--- config.mk ---
export PLATFORM = sky130hd
export DESIGN_NAME = dcache_flush_ctrl
export DESIGN_NICKNAME = d
export VERILOG_FILES = /design/src/rtl/dcache_flush_ctrl_pkg.sv /design/src/rtl/dcache_flush_ctrl_sat_counter.sv /design/src/rtl/dcache_flush_ctrl.sv
export SDC_FILE = /design/constraint.sdc
export NUM_CORES = 1
export LEC_CHECK = 0
export ABC_CLOCK_PERIOD_IN_PS = 2450
export CAP_MARGIN = 20
export CORE_ASPECT_RATIO = 1.75
export CORE_MARGIN = 5
export CORE_UTILIZATION = 35
export DETAILED_ROUTE_END_ITERATION = 10
export DONT_BUFFER_PORTS = 1
export GPL_ROUTABILITY_DRIVEN = 0
export GPL_TIMING_DRIVEN = 0
export PLACE_DENSITY = 0.55
export SLEW_MARGIN = 20
export SYNTH_ARGS = -nofsm -noshare
export SYNTH_HDL_FRONTEND = slang
export SYNTH_SLANG_ARGS = --single-unit
export TNS_END_PERCENT = 10
--- constraint.sdc ---
create_clock -name clk_i -period 2.45 [get_ports clk_i]
set_input_delay 0.1225 -clock clk_i [delete_from_list [all_inputs] [get_ports clk_i]]
set_output_delay 0.1225 -clock clk_i [all_outputs]
set_load 0.05 [all_outputs]
--- src/rtl/dcache_flush_ctrl_pkg.sv ---
// Shared types and defaults for the dcache flush controller.
// FSM state encoding and parameter defaults.
package dcache_flush_ctrl_pkg;

  typedef enum logic [1:0] {
    IDLE  = 2'd0,
    DRAIN = 2'd1,
    FLUSH = 2'd2,
    DONE  = 2'd3
  } flush_state_e;

  localparam int unsigned CNT_WIDTH_DEF      = 32;
  localparam int unsigned TIMEOUT_CYCLES_DEF = 4096;

endpackage

--- src/rtl/dcache_flush_ctrl_sat_counter.sv ---
// Saturating up-counter with synchronous clear.
// Clear has priority over increment; holds at all ones.
module sat_counter #(
  parameter int unsigned WIDTH = 8
) (
  input  logic             clk,
  input  logic             rst_n,
  input  logic             clr,
  input  logic             inc,
  output logic [WIDTH-1:0] cnt
);

  // count up, stick at all ones, clear wins
  always_ff @(posedge clk or negedge rst_n) begin
    if (!rst_n) begin
      cnt <= '0;
    end else if (clr) begin
      cnt <= '0;
    end else if (inc && (cnt != '1)) begin
      cnt <= cnt + WIDTH'(1);
    end
  end

endmodule

--- src/rtl/dcache_flush_ctrl.sv ---
// Dcache management-port controller: drain, flush, ack, enable.
// Optional flush watchdog built when DCACHE_FLUSH_WDOG_EN is defined.
import dcache_flush_ctrl_pkg::*;

module dcache_flush_ctrl #(
  parameter int unsigned CNT_WIDTH      = CNT_WIDTH_DEF,
  parameter int unsigned TIMEOUT_CYCLES = TIMEOUT_CYCLES_DEF
) (
  input  logic                 clk_i,
  input  logic                 rst_ni,
  input  logic                 flush_req_i,
  output logic                 flush_req_ready_o,
  output logic                 flush_done_o,
  output logic                 busy_o,
  input  logic                 csr_dcache_en_i,
  output logic                 dcache_enable_o,
  output logic                 dcache_flush_o,
  input  logic                 dcache_flushing_i,
  input  logic                 dcache_flush_ack_i,
  input  logic                 dcache_miss_i,
  input  logic                 wbuffer_empty_i,
  input  logic                 miss_clr_i,
  output logic [CNT_WIDTH-1:0] miss_cnt_o,
  output logic                 flush_timeout_o
);

  flush_state_e state_q;
  logic         en_q;
  logic         dis_pend_q;
  logic         flush_q;
  logic         done_q;
  logic         busy_q;
  logic         dis_evt;
  logic         trigger;
  logic         unused_flushing;

  // flushing is informational only; ack alone ends a flush
  assign unused_flushing = dcache_flushing_i;

  assign dis_evt = en_q & ~csr_dcache_en_i;
  assign trigger = (state_q == IDLE) &
                   (flush_req_i | dis_evt);

  assign flush_req_ready_o = (state_q == IDLE) & flush_req_i;
  assign flush_done_o      = done_q;
  assign busy_o            = busy_q;
  assign dcache_enable_o   = en_q;
  assign dcache_flush_o    = flush_q;

  // flush sequencer with registered outputs
  always_ff @(posedge clk_i or negedge rst_ni) begin
    if (!rst_ni) begin
      state_q    <= IDLE;
      en_q       <= 1'b0;
      dis_pend_q <= 1'b0;
      flush_q    <= 1'b0;
      done_q     <= 1'b0;
      busy_q     <= 1'b0;
    end else begin
      done_q <= 1'b0;
      unique case (state_q)
        IDLE: begin
          if (csr_dcache_en_i && !en_q) begin
            en_q <= 1'b1;
          end
          if (trigger) begin
            state_q    <= DRAIN;
            busy_q     <= 1'b1;
            dis_pend_q <= dis_evt;
          end
        end
        DRAIN: begin
          if (wbuffer_empty_i) begin
            state_q <= FLUSH;
            flush_q <= 1'b1;
          end
        end
        FLUSH: begin
          if (flush_q && dcache_flush_ack_i) begin
            state_q <= DONE;
            flush_q <= 1'b0;
            done_q  <= 1'b1;
          end
        end
        DONE: begin
          state_q <= IDLE;
          busy_q  <= 1'b0;
          if (dis_pend_q) begin
            en_q       <= 1'b0;
            dis_pend_q <= 1'b0;
          end
        end
      endcase
    end
  end

  sat_counter #(
    .WIDTH (CNT_WIDTH)
  ) u_miss_cnt (
    .clk   (clk_i),
    .rst_n (rst_ni),
    .clr   (miss_clr_i),
    .inc   (dcache_miss_i),
    .cnt   (miss_cnt_o)
  );

`ifdef DCACHE_FLUSH_WDOG_EN
  localparam int unsigned WD_W = $clog2(TIMEOUT_CYCLES + 1);

  logic [WD_W-1:0] wd_cnt;
  logic            in_flush;
  logic            tmo_q;

  assign in_flush        = (state_q == FLUSH);
  assign flush_timeout_o = tmo_q;

  sat_counter #(
    .WIDTH (WD_W)
  ) u_wdog (
    .clk   (clk_i),
    .rst_n (rst_ni),
    .clr   (~in_flush),
    .inc   (in_flush),
    .cnt   (wd_cnt)
  );

  // sticky timeout, cleared by the next accepted trigger
  always_ff @(posedge clk_i or negedge rst_ni) begin
    if (!rst_ni) begin
      tmo_q <= 1'b0;
    end else if (trigger) begin
      tmo_q <= 1'b0;
    end else if (in_flush && !dcache_flush_ack_i &&
                 (wd_cnt == WD_W'(TIMEOUT_CYCLES - 1))) begin
      tmo_q <= 1'b1;
    end
  end
`else
  localparam int unsigned UNUSED_TMO = TIMEOUT_CYCLES;
  assign flush_timeout_o = 1'b0;
`endif

endmodule

# Word-level counts from Yosys, hierarchy flattened

Index checks and enable logic that the tools add are counted.
Widths: inputs -> output; s select.

Output and inout bits: 38
Memories: 0
Bits in writable memories: 0
ROM bits: 0
Logic and storage cells: 52
Bits in latches: 0
Register bits: 39
Input bits: 9

Equal/unequal tests: 9
Bitwise gates (word level): 5
Divide/modulo/power cells: 0
Order comparisons: 0
$mul: 0
Shifts and indexed selects: 0
Add/subtract/negate cells: 1
Reductions and logical operators: 12
Multiplexer cells: 18

Operators by type and width:

| cell                  | count |
|---|---|
| $mux 32               | 2 |
| $add 32x1->32 const B | 1 |
| $ne 32x32->1 const B  | 1 |
| $reduce_and 3->1      | 3 |
| $mux 1                | 8 |
| $ne 2x2->1 const B    | 4 |
| $pmux 1 s2            | 4 |
| $pmux 2 s4            | 1 |
| $mux 2                | 3 |
| $reduce_bool 2->1     | 3 |
| $eq 2x2->1 const B    | 2 |
| $and 1x1->1           | 3 |
| $logic_and 1x1->1     | 3 |
| $eq 2x1->1 const B    | 1 |
| $logic_not 2->1       | 1 |
| $ne 2x1->1 const B    | 1 |
| $reduce_and 2->1      | 1 |
| $logic_not 1->1       | 1 |
| $not 1->1             | 1 |
| $or 1x1->1            | 1 |

# Logic depth before layout (Yosys ltp)

Depth after elaboration: 6
Gate-level depth with buffers: 7

# Hierarchy

From an unflattened synthesis, not the netlist that was laid out.

Cell total of the unflattened synthesis: 239
Area total of the unflattened synthesis: 2297.2 µm²

Modules (own cells, without submodules):

| module            | cells an instance | times used | seq. area each (µm²) | area each (µm²) |
|---|---|---|---|---|
| sat_counter       | 198               | 1          | 800.8                | 1854.3 |
| dcache_flush_ctrl | 41                | 1          | 175.2                | 442.9 |

# Least setup slack after synthesis

OpenSTA, ideal clock, no wires.

Path kind: flip-flop to flip-flop
Start: register u_miss_cnt.cnt[0]
End: register u_miss_cnt.cnt[1]
Buffers on the path: 1
Stages on the path, launching flop included: 8
Setup slack: 0.009 ns
Data required time: 2.318 ns
Period minus slack after synthesis: 2.441 ns
Arrival: 2.309 ns
Path through: dfrtp_1 > ha_1 > nand4_1 > or4_1 > buf_2 > o31ai_4 > mux2i_1 > nor2_1

Word-level cells in the longest chain between the ends: 3

RTL lines:

| what                                          | line                                                                     | source |
|---|---|---|
| start, declared                               | dcache_flush_ctrl_sat_counter.sv:10                                      | `output logic [WIDTH-1:0] cnt` |
| start signal, assigned                        | dcache_flush_ctrl_sat_counter.sv:20                                      | `cnt <= cnt + WIDTH'(1);` |
| $add 32x1->32 or $ne 32x32->1 (tied branches) | dcache_flush_ctrl_sat_counter.sv:20, dcache_flush_ctrl_sat_counter.sv:19 |  |
| $mux 32 or $logic_and 1x1->1 (tied branches)  | dcache_flush_ctrl_sat_counter.sv:19                                      | `end else if (inc && (cnt != '1)) begin` |
| $mux 32 or $reduce_bool 2->1 (tied branches)  | --                                                                       |  |

Several ways; a longest one is shown, not always the timed one. The select of a mux whose other input is x is not followed.
A chain may end at the register's enable or synchronous reset.

# Final worst setup path

Ends and elaborated chain as after synthesis.

==> run_results.csv <==
group,metric,value,unit
grt,grt_pass1_vias,1875,
timing,clock_skew,6.47,ps
critical_path,worstReg2RegStart,"u_miss_cnt.cnt[0]",
routing,detail_route.vias_per_cell,5.58,
critical_path,crit_required,2620,ps
synth,synth-seq-cells,39,
synth,synth.largest_area_cell,"dfrtp_1",
clocking,path_clk_slew,80,ps
critical_path,worstRegToRegCells,8,
run_status,status,"complete, no violations",
finish,finalNonFillerCells,327,
synth,synth.mux.area_fraction,0.00914,
grt,grt-ovfl-total,0,
die,core-area,6130,um^2
placement,pre_cts_ws,-249,ps
clocking,numCtsBuffers,5,
timing,finalSetupViolCount,0,
timing,fin_hold_ws,17.6,ps
synth,synthMostInstantiatedCell,"dfrtp_1",
critical_path,arrival,2500,ps
synth,synth_compound_area_frac,0.179,
clocking,tritoncts,"built",
timing,fmax,429,MHz
die,die_w,69.8,um
critical_path,worst-path-max-fanout,10,
critical_path,r2r_end,"u_miss_cnt.cnt[1]",
critical_path,cp-start-kind,"flip-flop",
timing,setup-tns-final,0,ps
clocking,cts_sinks,39,
synth,yosys.area_share.simple,0.263,
die,start_util,0.357,
finish,drive_gt1_frac,0.227,
placement,dp.cells,314,
synth,synthArstFlopShare,1.00,
synth,synthTopCellsByArea,"dfrtp_1 (45%), a21oi_1 (5.7%), o21ai_0 (3.7%), or3_1 (3.4%), or4_1 (3.4%)",
die,die-area,8000,um^2
grt,antenna_found_initial,0,
placement,io_buffers,0,
routing,drt_drc_violations_left,0,
finish,syn_to_final_growth,14.0,%
routing,drtIter0Drc,65,
grt,grt_max_degree,40,
synth,synth_xor_area_frac,0.0400,
die,die_height,115,um
timing,rsz0062_at_grt,"no",
synth,yosys.area.top_type_share,0.445,
synth,syn-cell-area,2190,um^2
timing,tightest_slew,590,ps
synth,synth_cell_types,43,
pwr,ir_drop,0.374,mV
critical_path,crit_path_end_kind,"flip-flop",
clocking,ctsLongestPathBuffers,2,
routing,wl_per_cell,17.4,um
critical_path,crit_start,"u_miss_cnt.cnt[0]",
finish,nets,260,
die,rows,38,
routing,wl,5.69,mm
timing,slew_headroom,0.606,
synth,synth_fa_ha_area_frac,0.0286,
synth,synthesis.nets,248,
routing,firstDrtPassIters,4,
synth,synth_edf_count,0,
timing,slew_violations,0,
synth,ys_seq_area_frac,0.445,
routing,postRouteAntennaNets,0,
die,io-pin-count,47,
synth,synth_flop_cell,"dfrtp_1",
synth,yosysWarnings,0,
critical_path,crit_type,"reg -> reg",
routing,via_count,1826,
clocking,cts_max_level,2,
synth,synth_top_family_by_area,"simple AND/OR/NAND/NOR gates",
pwr,power_leakage,0.000864,uW
finish,final_core_util,0.407,
timing,hold_violations,0,
clocking,root_buffer,"clkbuf_8",
placement,post-dp-hpwl,4.12,mm
run,cap_violations,0,
synth,synth_commonest_cells,"dfrtp_1 (39), a21oi_1 (25), nor2_1 (18), o21ai_0 (16), nand2_1 (14)",
critical_path,r2r_slack,120,ps
timing,setup_slack,120,ps
grt,grt_pass1_wl,9.62,mm
synth,synth_cells,234,
synth,avgSynthCellArea,9.36,um^2
timing,period_minus_slack,2330,ps
critical_path,cp-endpoint,"u_miss_cnt.cnt[1]",
clocking,insertion_delay,290,ps
timing,fin_crit_sh,0.951,
min_path,hp-class,"in -> reg",
grt,grt_usage,0.149,
finish,diodes,0,
pwr,power.density,628,nW/um^2
final cells by class:
type | instances | area [um^2]
Clock buffer | 7 | 76.3
Fill cell | 610 | 3630
Clock inverter | 1 | 5.00
Tap cell | 80 | 100
Multi-Input combinational cell | 178 | 1150
Timing Repair Buffer | 5 | 70.1
Sequential cell | 39 | 1020
Inverter | 7 | 26.3
Buffer | 10 | 47.5
how the worst min path moves through the flow:
stage               slack (ps)  cells after the start        from                end
CTS                         10                      2  miss_clr_i  u_miss_cnt.cnt[8]
global placement          -170                      0      rst_ni  u_miss_cnt.cnt[3]
floorplan                 -170                      0      rst_ni             busy_o
global route                20                      2  miss_clr_i  u_miss_cnt.cnt[8]
detailed placement        -170                      0      rst_ni  u_miss_cnt.cnt[3]
finish                      20                      2  miss_clr_i  u_miss_cnt.cnt[8]
per-layer routing:
layer / global-route usage / vias to the layer above / routed length, um
met4: 0.0486 / 0 / 87
met5: 0 / - / 0
met1: 0.159 / 890 / 2100
met3: 0.0475 / 7 / 378
met2: 0.274 / 41 / 3120
li1: - / 888 / -
sequential cells by signal, indices dropped and copies added (netlist names):
name	count
busy_o	1
dcache_enable_o	1
dcache_flush_o	1
dis_pend_q	1
flush_done_o	1
state_q	2
u_miss_cnt.cnt	32
metrics by stage:
step	power [uW]	cell area, um^2
6_report	1570	2500
5_1_grt	1660	2500
4_1_cts	1580	2480
3_5_place_dp	1120	2290
3_3_place_gp	1110	2290
2_1_floorplan	1060	2190
logic make-up (layout without fill, tap and decap cells):
family,Yosys count,count (layout)
fa+ha+maj,5,5
mux,2,2
simple gates,97,97
flops,39,39
buf+inv,17,30
other cells,1,1
xor+xnor,10,10
compound gates,63,63
critical path, stage by stage (launching register included):
cell	delay, ps
dfrtp_4	560
ha_4	180
nand4_1	130
or4_1	530
buf_2	190
o31ai_4	230
buf_12	160
mux2i_1	170
nor2_1	50
cells in the final DEF, fill, tap and decap left out, types with 2 or more instances in the layout:
| cell | Yosys | final |
|---|---|---|
| dlygate4sd3_1 | 0 | 3 |
| inv_1 | 7 | 7 |
| xnor2_1 | 3 | 3 |
| nand4_4 | 2 | 2 |
| and3_1 | 4 | 4 |
| nand3_1 | 10 | 10 |
| or4_1 | 10 | 10 |
| buf_2 | 5 | 5 |
| nor4_1 | 2 | 2 |
| o31ai_1 | 9 | 9 |
| ha_1 | 5 | 4 |
| a21oi_1 | 25 | 25 |
| o211ai_1 | 2 | 2 |
| and2_1 | 2 | 2 |
| clkbuf_8 | 0 | 5 |
| xor2_1 | 7 | 7 |
| or3_1 | 12 | 12 |
| nand2_1 | 14 | 14 |
| nor3_1 | 4 | 4 |
| o311ai_1 | 2 | 2 |
| buf_12 | 0 | 2 |
| nand4_1 | 7 | 7 |
| dfrtp_1 | 39 | 8 |
| nor2_1 | 18 | 18 |
| o21ai_0 | 16 | 16 |
| and4_1 | 4 | 4 |
| dfrtp_4 | 0 | 2 |
| dfrtp_2 | 0 | 29 |
| clkbuf_1 | 4 | 6 |
| mux2i_1 | 2 | 2 |
| or2_2 | 2 | 2 |
power breakdown:
part,internal (uW),switching (uW),total [uW]
clock network,200,234,435
logic,115,164,279
registers,700,156,855
repair_timing:
action	4_1_cts	5_1_grt
gates resized for setup	20	15
endpoints found under the setup margin	25	21
pin swaps	1	2
setup buffers	1	0
hold buffers	4	0
endpoints found under the hold margin	41	0
Note: power is estimated with default switching activity, not from simulation.
